`src/rtl/conv_acc.sv`:
```
// conv_acc: per-window accumulator behind the two-term multiply-add unit.
// A MULT_LAT-deep valid/last delay line aligns the issue-side qualifiers with
// the multiplier output. Each window sums the bias and all of its products.
// The window result is saturated to 16 bits and queued in a small output FIFO.
// Issue is credit-gated so that this FIFO can never overflow.
// Optional build macro CONV_ACC_RELU_EN: clamp negative saturated results to 0.
module conv_acc #(
    parameter int MULT_LAT  = 2,
    parameter int ACC_W     = 24,
    parameter int OUT_DEPTH = 4
) (
    input  logic               sys_clk_i,
    input  logic               sys_rst_i,
    input  logic               ac_valid_i,
    input  logic               ac_last_i,
    output logic               ac_in_ready_o,
    input  logic signed [15:0] am_mult_i,
    input  logic signed [15:0] ac_bias_i,
    output logic               ac_out_valid_o,
    input  logic               ac_out_ready_i,
    output logic        [15:0] ac_out_data_o,
    output logic               ac_busy_o,
    output logic               ac_ovf_o
);

    localparam int AW = (OUT_DEPTH > 1) ? $clog2(OUT_DEPTH) : 1;
    localparam int CW = AW + 1;
    localparam int PW = $clog2(OUT_DEPTH + MULT_LAT + 1) + 1;

    typedef enum logic {
        IDLE  = 1'b0,
        ACCUM = 1'b1
    } state_t;

    state_t                    state_reg;
    logic signed [ACC_W-1:0]   acc_reg;
    logic                      ovf_reg;
    logic                      in_ready_reg;

    logic [MULT_LAT-1:0]       v_dl_reg;
    logic [MULT_LAT-1:0]       l_dl_reg;
    logic [MULT_LAT-1:0]       v_dl_next;
    logic [MULT_LAT-1:0]       l_dl_next;

    logic [15:0]               mem_reg [OUT_DEPTH];
    logic [AW-1:0]             wr_ptr_reg;
    logic [AW-1:0]             rd_ptr_reg;
    logic [CW-1:0]             count_reg;
    logic [CW-1:0]             count_next;

    logic                      issue;
    logic                      v_d;
    logic                      l_d;
    logic                      push;
    logic                      pop;
    logic                      fifo_valid;
    logic signed [ACC_W-1:0]   mult_ext;
    logic signed [ACC_W-1:0]   bias_ext;
    logic signed [ACC_W-1:0]   sum;
    logic                      sat_hi;
    logic                      sat_lo;
    logic [15:0]               sat_val;
    logic [15:0]               push_data;
    logic [PW-1:0]             pend_lat;
    logic [PW-1:0]             pending_next;

    // A term is taken only while a credit is available.
    assign issue = ac_valid_i & in_ready_reg;

    // Next contents of the delay line: stage 0 takes this cycle's issue.
    // Every later stage takes the stage before it.
    generate
        for (genvar gi = 0; gi < MULT_LAT; gi++) begin : g_dl
            if (gi == 0) begin : g_head
                assign v_dl_next[gi] = issue;
                assign l_dl_next[gi] = issue & ac_last_i;
            end else begin : g_tail
                assign v_dl_next[gi] = v_dl_reg[gi-1];
                assign l_dl_next[gi] = l_dl_reg[gi-1];
            end
        end
    endgenerate

    // Shift the valid/last qualifiers toward the multiplier output.
    always_ff @(posedge sys_clk_i) begin
        if (sys_rst_i) begin
            v_dl_reg <= '0;
            l_dl_reg <= '0;
        end else begin
            v_dl_reg <= v_dl_next;
            l_dl_reg <= l_dl_next;
        end
    end

    assign v_d = v_dl_reg[MULT_LAT-1];
    assign l_d = l_dl_reg[MULT_LAT-1];

    // Add the aligned product to the running sum, then saturate to 16 bits.
    // A window that starts in IDLE begins from the bias.
    always_comb begin
        mult_ext = {{(ACC_W-16){am_mult_i[15]}}, am_mult_i};
        bias_ext = {{(ACC_W-16){ac_bias_i[15]}}, ac_bias_i};
        sum      = ((state_reg == IDLE) ? bias_ext : acc_reg) + mult_ext;
        // The value fits in 16 bits only if bits [ACC_W-1:15] are all copies of the sign.
        sat_hi   = ~sum[ACC_W-1] & (|sum[ACC_W-2:15]);
        sat_lo   =  sum[ACC_W-1] & ~(&sum[ACC_W-2:15]);
        if (sat_hi) begin
            sat_val = 16'h7FFF;
        end else if (sat_lo) begin
            sat_val = 16'h8000;
        end else begin
            sat_val = sum[15:0];
        end
`ifdef CONV_ACC_RELU_EN
        push_data = sat_val[15] ? 16'h0000 : sat_val;
`else
        push_data = sat_val;
`endif
    end

    assign push       = v_d & l_d;
    assign fifo_valid = (count_reg != '0);
    assign pop        = fifo_valid & ac_out_ready_i;

    // Window FSM: accumulate non-last terms and finish the window on the last term.
    // The overflow flag is sticky.
    always_ff @(posedge sys_clk_i) begin
        if (sys_rst_i) begin
            state_reg <= IDLE;
            acc_reg   <= '0;
            ovf_reg   <= 1'b0;
        end else if (v_d) begin
            if (l_d) begin
                state_reg <= IDLE;
                if (sat_hi | sat_lo) begin
                    ovf_reg <= 1'b1;
                end
            end else begin
                acc_reg   <= sum;
                state_reg <= ACCUM;
            end
        end
    end

    // Result storage: the memory is written only and is not reset.
    // The count decides whether an entry is valid.
    always_ff @(posedge sys_clk_i) begin
        if (push) begin
            mem_reg[wr_ptr_reg] <= push_data;
        end
    end

    always_comb begin
        count_next = count_reg + CW'(push) - CW'(pop);
    end

    // FIFO pointers and occupancy.
    always_ff @(posedge sys_clk_i) begin
        if (sys_rst_i) begin
            wr_ptr_reg <= '0;
            rd_ptr_reg <= '0;
            count_reg  <= '0;
        end else begin
            if (push) begin
                wr_ptr_reg <= wr_ptr_reg + AW'(1);
            end
            if (pop) begin
                rd_ptr_reg <= rd_ptr_reg + AW'(1);
            end
            count_reg <= count_next;
        end
    end

    // Credits: results already queued, plus window ends still in the delay line.
    // The count includes this cycle's issue, so one registered cycle of ready
    // can never overfill the FIFO.
    always_comb begin
        pend_lat = '0;
        for (int i = 0; i < MULT_LAT; i++) begin
            pend_lat = pend_lat + PW'(l_dl_next[i]);
        end
        pending_next = PW'(count_next) + pend_lat;
    end

    // Registered issue permission.
    always_ff @(posedge sys_clk_i) begin
        if (sys_rst_i) begin
            in_ready_reg <= 1'b1;
        end else begin
            in_ready_reg <= (pending_next < PW'(OUT_DEPTH));
        end
    end

    assign ac_in_ready_o  = in_ready_reg;
    assign ac_out_valid_o = fifo_valid;
    assign ac_out_data_o  = fifo_valid ? mem_reg[rd_ptr_reg] : 16'h0000;
    assign ac_busy_o      = (state_reg == ACCUM) | (|v_dl_reg);
    assign ac_ovf_o       = ovf_reg;

endmodule

```
`config.mk`:
```
export PLATFORM = sky130hd
export DESIGN_NAME = conv_acc
export DESIGN_NICKNAME = d
export VERILOG_FILES = /design/src/rtl/conv_acc.sv
export SDC_FILE = /design/constraint.sdc
export NUM_CORES = 1
export LEC_CHECK = 0
export BUFFER_PORTS_ARGS = -buffer_cell sky130_fd_sc_hd__buf_2
export CAP_MARGIN = 20
export CORE_MARGIN = 2
export CORE_UTILIZATION = 59
export CTS_CLUSTER_DIAMETER = 100
export DETAILED_ROUTE_END_ITERATION = 8
export GPL_TIMING_DRIVEN = 0
export PLACE_DENSITY = 0.8
export SLEW_MARGIN = 20
export SYNTH_ARGS = -nofsm -noshare
export SYNTH_HDL_FRONTEND = slang
export SYNTH_SLANG_ARGS = --single-unit
export TNS_END_PERCENT = 5
```
`constraint.sdc`:
```
create_clock -name sys_clk_i -period 4.6 [get_ports sys_clk_i]
set_input_delay 0.46 -clock sys_clk_i [delete_from_list [all_inputs] [get_ports sys_clk_i]]
set_output_delay 0.46 -clock sys_clk_i [all_outputs]
set_load 0.01 [all_outputs]
```
==> results of run 1 <==
-- report_power, final --
| part | internal (mW) | switching (mW) |
|---|---|---|
| Sequential | 1.09 | 0.0257 |
| Clock | 0.208 | 0.329 |
| Combinational | 0.419 | 0.545 |
-- area by class of cell --
type	count	area [sq um]
plain buffers	21	92.6
multi-input cells	353	2630
repair buffers	61	318
flip-flops and latches	104	2730
clock buffers	9	124
well taps	111	139
clock inverters	7	62.6
inverters	15	56.3
fillers	694	2960
-- per-layer routing --
metal  global-route usage (%)  vias to the layer above
met5                        0                        -
met4                     7.90                        0
met3                     4.46                       21
met2                     40.9                       81
met1                     29.6                     1908
li1                         -                     1928
-- placed cells by master, fill, tap and decap left out, types with 10 or more instances in the layout --
master    instances
nand2_1          48
o21ai_0          15
inv_1            15
xor2_1           10
nor2_1           46
clkbuf_1         15
mux4_2           16
mux2_2           15
and2_1           18
dfxtp_1          39
ha_1             30
edfxtp_1         64
xnor2_1          15
a21oi_1          49
buf_2            58
nor2b_1          11
-- worst max-delay path, cell delays in order (launching register included) --
cell and delay [ns]:
dfxtp_4 0.43, mux2_2 0.35, ha_1 0.23, fa_1 0.44
a21oi_2 0.19, o21ai_1 0.16, a221oi_4 0.41, o21ai_2 0.14
o21a_1 0.22, o311ai_2 0.36, nand4_1 0.16, or4_1 0.43
o21a_2 0.28, buf_6 0.17, o21ai_1 0.25
-- cell families after synthesis --
group                      after synthesis  share of synthesized area [%]
AOI/OAI and AO/OA                      111                           12.8
xor gates and xnor gates                26                           4.16
adders and majority gates               32                           7.59
buffers and inverters                   38                           2.76
DFF                                    104                           49.7
muxes                                   31                           9.66
and+or+nand+nor                        153                           13.3
-- path summary, 6_finish.rpt --
check | startpoint | end | cells after the start
setup / recovery | state_reg | mem_reg[0][11] | 14
hold / removal | ac_valid_i | v_dl_reg[0] | 3
setup reg to reg | state_reg | mem_reg[0][11] | 14
hold reg to reg | acc_reg[16] | acc_reg[16] | 2
-- metrics by stage --
stage | instances | setup TNS, ns | hold WS, ns | worst slack [ns] | cell area [sq um]
2_1_floorplan | 495 | 0 | 0.429 | 0.523 | 5480
3_3_place_gp | 662 | -15.55 | 0.441 | -0.366 | 5900
3_5_place_dp | 662 | -23.47 | 0.448 | -0.511 | 5900
4_1_cts | 677 | 0 | 0.314 | 0.0674 | 6090
5_1_grt | 681 | -0.376 | 0.331 | -0.0375 | 6150
6_report | 681 | 0 | 0.333 | 0.193 | 6150
-- Yosys cell counts, drive strengths merged (3+ instances only) --
library cell,number
a211oi,4
a21o,5
a21oi,54
and2,18
and3,5
buf,6
clkbuf,17
dfxtp,40
edfxtp,64
ha,30
inv,15
mux2,15
mux4,16
nand2,49
nand2b,3
nand3,3
nand4,4
nor2,46
nor2b,11
nor3,6
o21ai,30
o21bai,5
or3,3
xnor2,16
xor2,10
-- timing repair --
item	4_1_cts	5_1_grt
buffers inserted	0	5
resized for setup	4	12
endpoints found under the setup margin	61	60
pin swaps	0	2
==> flow_summary.ini, run 1 <==
[sta]
layout_min_cycle_time_ns = 4.41
rsz0062_at_grt = true
fin_crit_sh_pct = 95.8
skew_ns = 0.0131
slew-limit-headroom_pct = 45.6
max_freq_ghz = 0.227
setup_viol = 0
slew_violations = 0
hold_violations = 0
tightest_slew_ns = 0.817

[power]
vdd_drop_max_uv = 185
power.total_mw = 2.62
p_leak_nw = 2.35
powerDensity_nw_per_um2 = 426

[floorplan]
die_w_um = 100
num_io_pins = 57
core_sq_um = 9110
rows = 35
die_height_um = 100
start_util_pct = 60.1
die-area_sq_um = 10100

[routing]
drtIter0Drc = 147
drtPass1Iterations = 4
drt_wl_total_um = 11200
dr_total_vias = 3938
postRouteAntennaNets = 0
highest_layer = met4
m1WireLength_um = 4830
wl_met2_um = 5790
wl_per_cell_um = 16.4
viasPerCell = 5.78
drc_errors = 0
dr_wl_met3_um = 375

[critical_path]
rrSetupSlack_ns = 0.19
cp-end-kind = register
arrival_ns = 4.59
cp.required_ns = 4.78
cp_max_fo = 10
crit_path_start_kind = register
path_class = reg -> reg

[yosys]
postSynthAreaPerCell_sq_um = 11.1
yosysWarnings = 0
ys_seq_area_share_pct = 49.7
ys_top_cells_by_area = edfxtp_1 (35%), dfxtp_1 (15%), ha_1 (6.9%)
synthCells = 495
netlist_area_sq_um = 5480
syn_nets = 564
synth_top_cell_area_share_pct = 35.1
synth_edf_count = 64
async_flop_share_pct = 0
synth_flop_cell = edfxtp_1
ys_seq_elements = 104
synth_top_area_cell = edfxtp_1
synth_cell_type_count = 51

[global_routing]
first_global_vias = 3868
grt_pass1_wl_um = 18100
antenna_found_initial = 0
grt_overflow = 0
grt_max_degree = 20
grt_usage_pct = 23.5

[run]
cap_violations = 0

[clock_tree]
cts_max_path_buffers = 2
clock_latency_ns = 0.37
numCtsBuffers = 9
ctsHoldBuffers = 0
clkSinkCount = 104
clkTransAtPathRegs_ns = 0.10
tritoncts = built
h-tree-depth = 3
cts_root_buffer = clkbuf_8

[final_layout]
layout-drive-gt1-share_pct = 23.5
diodes = 0
largest_register_ffs = 64
utilization_pct = 67.5
layout.nets = 634
synthToLayoutAreaGrowth_pct = 12.3

[hold_path]
min_path_type = in -> reg

[placement]
port_buffers = 56
routabilityCongestion = 0.867
dpl.hpwl_um = 8470

[outcome]
outcome = completed
(Power assumes the default switching activity.)
==> run 2: changes to the inputs <==
--- a/config.mk
+++ b/config.mk
@@ -12,6 +12,7 @@
 export CTS_CLUSTER_DIAMETER = 100
 export DETAILED_ROUTE_END_ITERATION = 8
 export GPL_TIMING_DRIVEN = 0
+export MAX_ROUTING_LAYER = met4
 export PLACE_DENSITY = 0.8
 export SLEW_MARGIN = 20
 export SYNTH_ARGS = -nofsm -noshare
==> run 2 against run 1 <==
Against the previous run: wire length up 2.9%; maximum frequency up 1.4%; sequential power about the same; via count up 1.2%; global-route usage up 1.5 points; cell area down 0.41%; power down 0.39%; non-clock buffer count down 5; flip-flop and latch count unchanged; largest cell class unchanged; largest power group unchanged; highest routed layer unchanged.
==> flow_summary.ini, run 2 (synthesis results as in run 1) <==
[final_layout]
final_cell_mix = edfxtp_1 (64), buf_2 (58), a21oi_1 (49)
mostFrequentLayoutCell = edfxtp_1
multi_input_area_sq_um = 2650
synthToLayoutAreaGrowth_pct = 11.9
design_area_sq_um = 6130
layout.nets = 629
diodes = 0
layout-drive-gt1-share_pct = 23.0
largest_register_ffs = 64
fillers = 702
ff_latch_area_sq_um = 2730

[clock_tree]
clkSinkCount = 104
cts_max_path_buffers = 2
cts_root_buffer = clkbuf_8
numCtsBuffers = 9
tritoncts = built
clock_latency_ns = 0.37
clkTransAtPathRegs_ns = 0.10
ctsHoldBuffers = 0
h-tree-depth = 3

[global_routing]
grt_usage_pct = 25.0
antenna_found_initial = 0
first_global_vias = 4040
grt_max_degree = 20
grt_pass1_wl_um = 19000
grt_overflow = 0

[critical_path]
path_class = reg -> reg
cp-end-kind = register
ff2ff_path_depth = 14
rrSetupSlack_ns = 0.25
timing.rr.end = mem_reg[2][6]
arrival_ns = 4.42
critPathLaunch = state_reg
crit_path_start_kind = register
cp_max_fo = 10
r2r-start = state_reg
cp.required_ns = 4.68

[power]
internal_power_mw = 1.71
vdd_drop_max_uv = 184
powerDensity_nw_per_um2 = 426
swShare_pct = 34.5
power.share.clock_pct = 20.2
power.total_mw = 2.61
p_leak_nw = 2.31
p_switching_uw = 900
combPwrFrac_pct = 36.9
pwr-share-seq_pct = 42.9

[sta]
tightest_slew_ns = 0.822
rsz0062_at_grt = true
max_freq_ghz = 0.230
skew_ns = 0.0176
slew_violations = 0
worst_slack_ns = 0.254
fin_crit_sh_pct = 94.5
slew-limit-headroom_pct = 45.2
layout_min_cycle_time_ns = 4.35
setup_viol = 0
hold_violations = 0

[routing]
drtPass1Iterations = 4
viasPerCell = 5.89
drtIter0Drc = 204
drt_wl_total_um = 11500
wl_per_cell_um = 17.0
dr_total_vias = 3984
drc_errors = 0
postRouteAntennaNets = 0

[placement]
placed_area_sq_um = 5900
dpl.hpwl_um = 8570
port_buffers = 56
place_ws_ns = -0.471
routabilityCongestion = 0.892

[floorplan]
rows = 35
die_w_um = 100
num_io_pins = 57
start_util_pct = 60.1
core_sq_um = 9110
die_height_um = 100
die-area_sq_um = 10100

[run]
cap_violations = 0

[hold_path]
holdPathStages = 3
min_path_type = in -> reg
hold_start = ac_valid_i
min_to = v_dl_reg[0]

[outcome]
outcome = completed
run 2: cell types whose count changed in the layout (fill, tap and decap cells not counted), moves of 2 or more:
cell        change
o21ai_1         +2
o21ai_0         -3
buf_4           -6
clkinv_4        -2
clkinvlp_4      +3
run 2: area by class of cell:
| type | count | share of cell area [%] |
|---|---|---|
| Tap cell | 111 | 2.27 |
| Timing Repair Buffer | 56 | 4.58 |
| Clock buffer | 10 | 2.08 |
| Inverter | 15 | 0.919 |
| Multi-Input combinational cell | 353 | 43.3 |
| Buffer | 21 | 1.51 |
| Clock inverter | 6 | 0.878 |
| Sequential cell | 104 | 44.5 |
run 2: worst max-delay path by stage:
stage | end | slack, ns | cells past startpoint
floorplan | mem_reg[0][9] | 0.52 | 15
global route | mem_reg[2][11] | -0.02 | 14
finish | mem_reg[2][6] | 0.25 | 14
CTS | mem_reg[2][0] | 0.08 | 14
detailed placement | mem_reg[0][6] | -0.47 | 15
global placement | mem_reg[0][6] | -0.38 | 15
run 2: critical path, stage by stage (launching register included):
cell      delay, ns
dfxtp_4        0.43
mux2_2         0.35
ha_1           0.23
fa_1           0.42
a21oi_2        0.18
o21ai_1        0.18
a221oi_4       0.42
o21ai_2        0.14
o211ai_1       0.27
o311ai_4       0.17
nor4_1         0.34
nand4_1        0.25
nand2b_2       0.22
buf_2          0.26
o21ai_1        0.19
run 2: power by group through the flow:
stage / Clock, mW / Combinational [mW] / Sequential, mW
after global placement: 0 / 0.905 / 1.13
after floorplan: 0 / 0.674 / 1.13
after CTS: 0.536 / 0.940 / 1.12
final: 0.527 / 0.962 / 1.12
after global routing: 0.572 / 1.07 / 1.13
after detailed placement: 0 / 0.932 / 1.14
run 2: per-stage QoR:
stage | hold slack, ns | setup TNS, ns | std cells | utilization (%)
floorplan | 0.429 | 0 | 495 | -
global route | 0.331 | -0.124 | 676 | 67.3
CTS | 0.312 | 0 | 677 | 66.8
finish | 0.325 | 0 | 676 | 67.3
detailed placement | 0.447 | -22.00 | 662 | 64.7
global placement | 0.440 | -16.76 | 662 | 64.7
run 2: repair_timing:
action	4_1_cts	5_1_grt
pin swaps	0	1
setup buffers	0	0
gates resized for setup	5	17
setup endpoints to repair	61	61
run 2: routing by layer:
metal  routed length [um]  vias to the layer above  global-route usage [%]
met2                 6060                       90                    42.6
li1                     -                     1911                       -
met4                  223                        0                    10.7
met5                    0                        -                       -
met1                 4830                     1965                    30.2
met3                  395                       18                    3.06
==> run 3: changes to the inputs <==
--- a/config.mk
+++ b/config.mk
@@ -14,6 +14,7 @@
 export GPL_TIMING_DRIVEN = 0
 export MAX_ROUTING_LAYER = met4
 export PLACE_DENSITY = 0.8
+export RECOVER_POWER = 25
 export SLEW_MARGIN = 20
 export SYNTH_ARGS = -nofsm -noshare
 export SYNTH_HDL_FRONTEND = slang
==> run 3 against run 2 <==
Against the previous run: power hardly changed; clock power barely moved; clock-buffer cell count stayed put; die area did not move; largest power group unchanged; worst setup slack lost 0.0089 ns; critical path depth unchanged.
==> flow_summary.ini, run 3 (synthesis results as in run 1) <==
[routing]
dr_total_vias = 3975
postRouteAntennaNets = 0
drc_errors = 0
viasPerCell = 5.88
drtIter0Drc = 204
drt_wl_total_um = 11500
wl_per_cell_um = 17.0
drtPass1Iterations = 4

[final_layout]
multi_input_area_sq_um = 2650
utilization_pct = 67.2
diodes = 0
layout-drive-gt1-share_pct = 22.5
largest_register_ffs = 64
mostFrequentLayoutCell = edfxtp_1
fillers = 704
design_area_sq_um = 6120
layout.nets = 629
final_cell_mix = edfxtp_1 (64), buf_2 (55), a21oi_1 (49)
synthToLayoutAreaGrowth_pct = 11.8
ff_latch_area_sq_um = 2730

[sta]
max_freq_ghz = 0.230
slew_violations = 0
rsz0062_at_grt = true
fin_crit_sh_pct = 94.7
setup-tns-final_ns = 0
layout_min_cycle_time_ns = 4.36
worst_slack_ns = 0.245
slew-limit-headroom_pct = 45.1
hold_violations = 0
whs_ns = 0.327
skew_ns = 0.0171
setup_viol = 0
tightest_slew_ns = 0.823

[floorplan]
start_util_pct = 60.1
num_io_pins = 57
die-area_sq_um = 10100
die_height_um = 100
die_w_um = 100
rows = 35
core_sq_um = 9110

[critical_path]
arrival_ns = 4.43
cp.required_ns = 4.68
path_class = reg -> reg
cp-end-kind = register
crit_path_start_kind = register
cp_max_fo = 10

[global_routing]
grt_max_degree = 20
grt_overflow = 0
antenna_found_initial = 0
grt_usage_pct = 25.0
grt_pass1_wl_um = 19000
first_global_vias = 4040

[clock_tree]
clock_latency_ns = 0.37
tritoncts = built
cts_root_buffer = clkbuf_8
clkSinkCount = 104
h-tree-depth = 3
numCtsBuffers = 9
clkTransAtPathRegs_ns = 0.10
ctsHoldBuffers = 0
cts_max_path_buffers = 2
post-cts-setup-buffers = 0

[run]
cap_violations = 0

[power]
vdd_drop_max_uv = 184
p_leak_nw = 2.30
powerDensity_nw_per_um2 = 426

[outcome]
outcome = completed

[placement]
routabilityCongestion = 0.892
place_ws_ns = -0.471
placed_area_sq_um = 5900
port_buffers = 56
dpl.hpwl_um = 8570

[hold_path]
min_path_type = in -> reg
==> run 3: changes by cell type in the layout (fill, tap and decap cells not counted), sizes merged <==
cell	previous run	this run
clkbuf	26	30
buf	61	57
==> run 3: final cells by class <==
cell class	instances	area share, %
inverter	15	0.920
buffer	21	1.51
sequential	104	44.5
tap	111	2.27
clock buffer	10	2.08
multi-input combinational	353	43.3
timing repair buffer	56	4.52
clock inverter	6	0.879
==> run 3: per-layer routing <==
layer  track usage, %  wire [um]  part of all wire (%)
met1             30.2       4830                    42
met2             42.6       6050                    53
met3             3.06        407                   3.5
met4             10.7        225                   2.0
met5                -          0                     0
==> run 3: per-stage QoR <==
stage / cells / power (mW)
5_1_grt: 676 / 2.77
3_5_place_dp: 662 / 2.07
4_1_cts: 677 / 2.60
3_3_place_gp: 662 / 2.04
6_report: 676 / 2.61
2_1_floorplan: 495 / 1.81
==> run 3: worst max-delay path: stages, from the launching register on <==
cell	delay, ns
dfxtp_4	0.43
mux2_2	0.35
ha_1	0.23
fa_1	0.42
a21oi_2	0.18
o21ai_1	0.18
a221oi_4	0.43
o21ai_2	0.14
o211ai_1	0.27
o311ai_4	0.17
nor4_1	0.34
nand4_1	0.25
nand2b_2	0.22
buf_2	0.26
o21ai_1	0.18
==> run 3: repair_timing <==
action,in CTS,in global routing
gates resized for setup,5,17
pin swaps,0,1
setup endpoints to repair,61,61
==> run 3: worst paths after layout <==
path / from / end / slack [ns] / depth (start not counted)
worst max register to register: state_reg / mem_reg[2][6] / 0.24 / 14
worst max-delay path: state_reg / mem_reg[2][6] / 0.24 / 14
worst min register to register: acc_reg[16] / acc_reg[16] / 0.46 / 2
worst min-delay path: ac_valid_i / v_dl_reg[0] / 0.33 / 3
==> run 3: power breakdown <==
part	internal [mW]	switching [mW]
Sequential	1.09	0.0282
Combinational	0.410	0.551
Clock	0.205	0.322
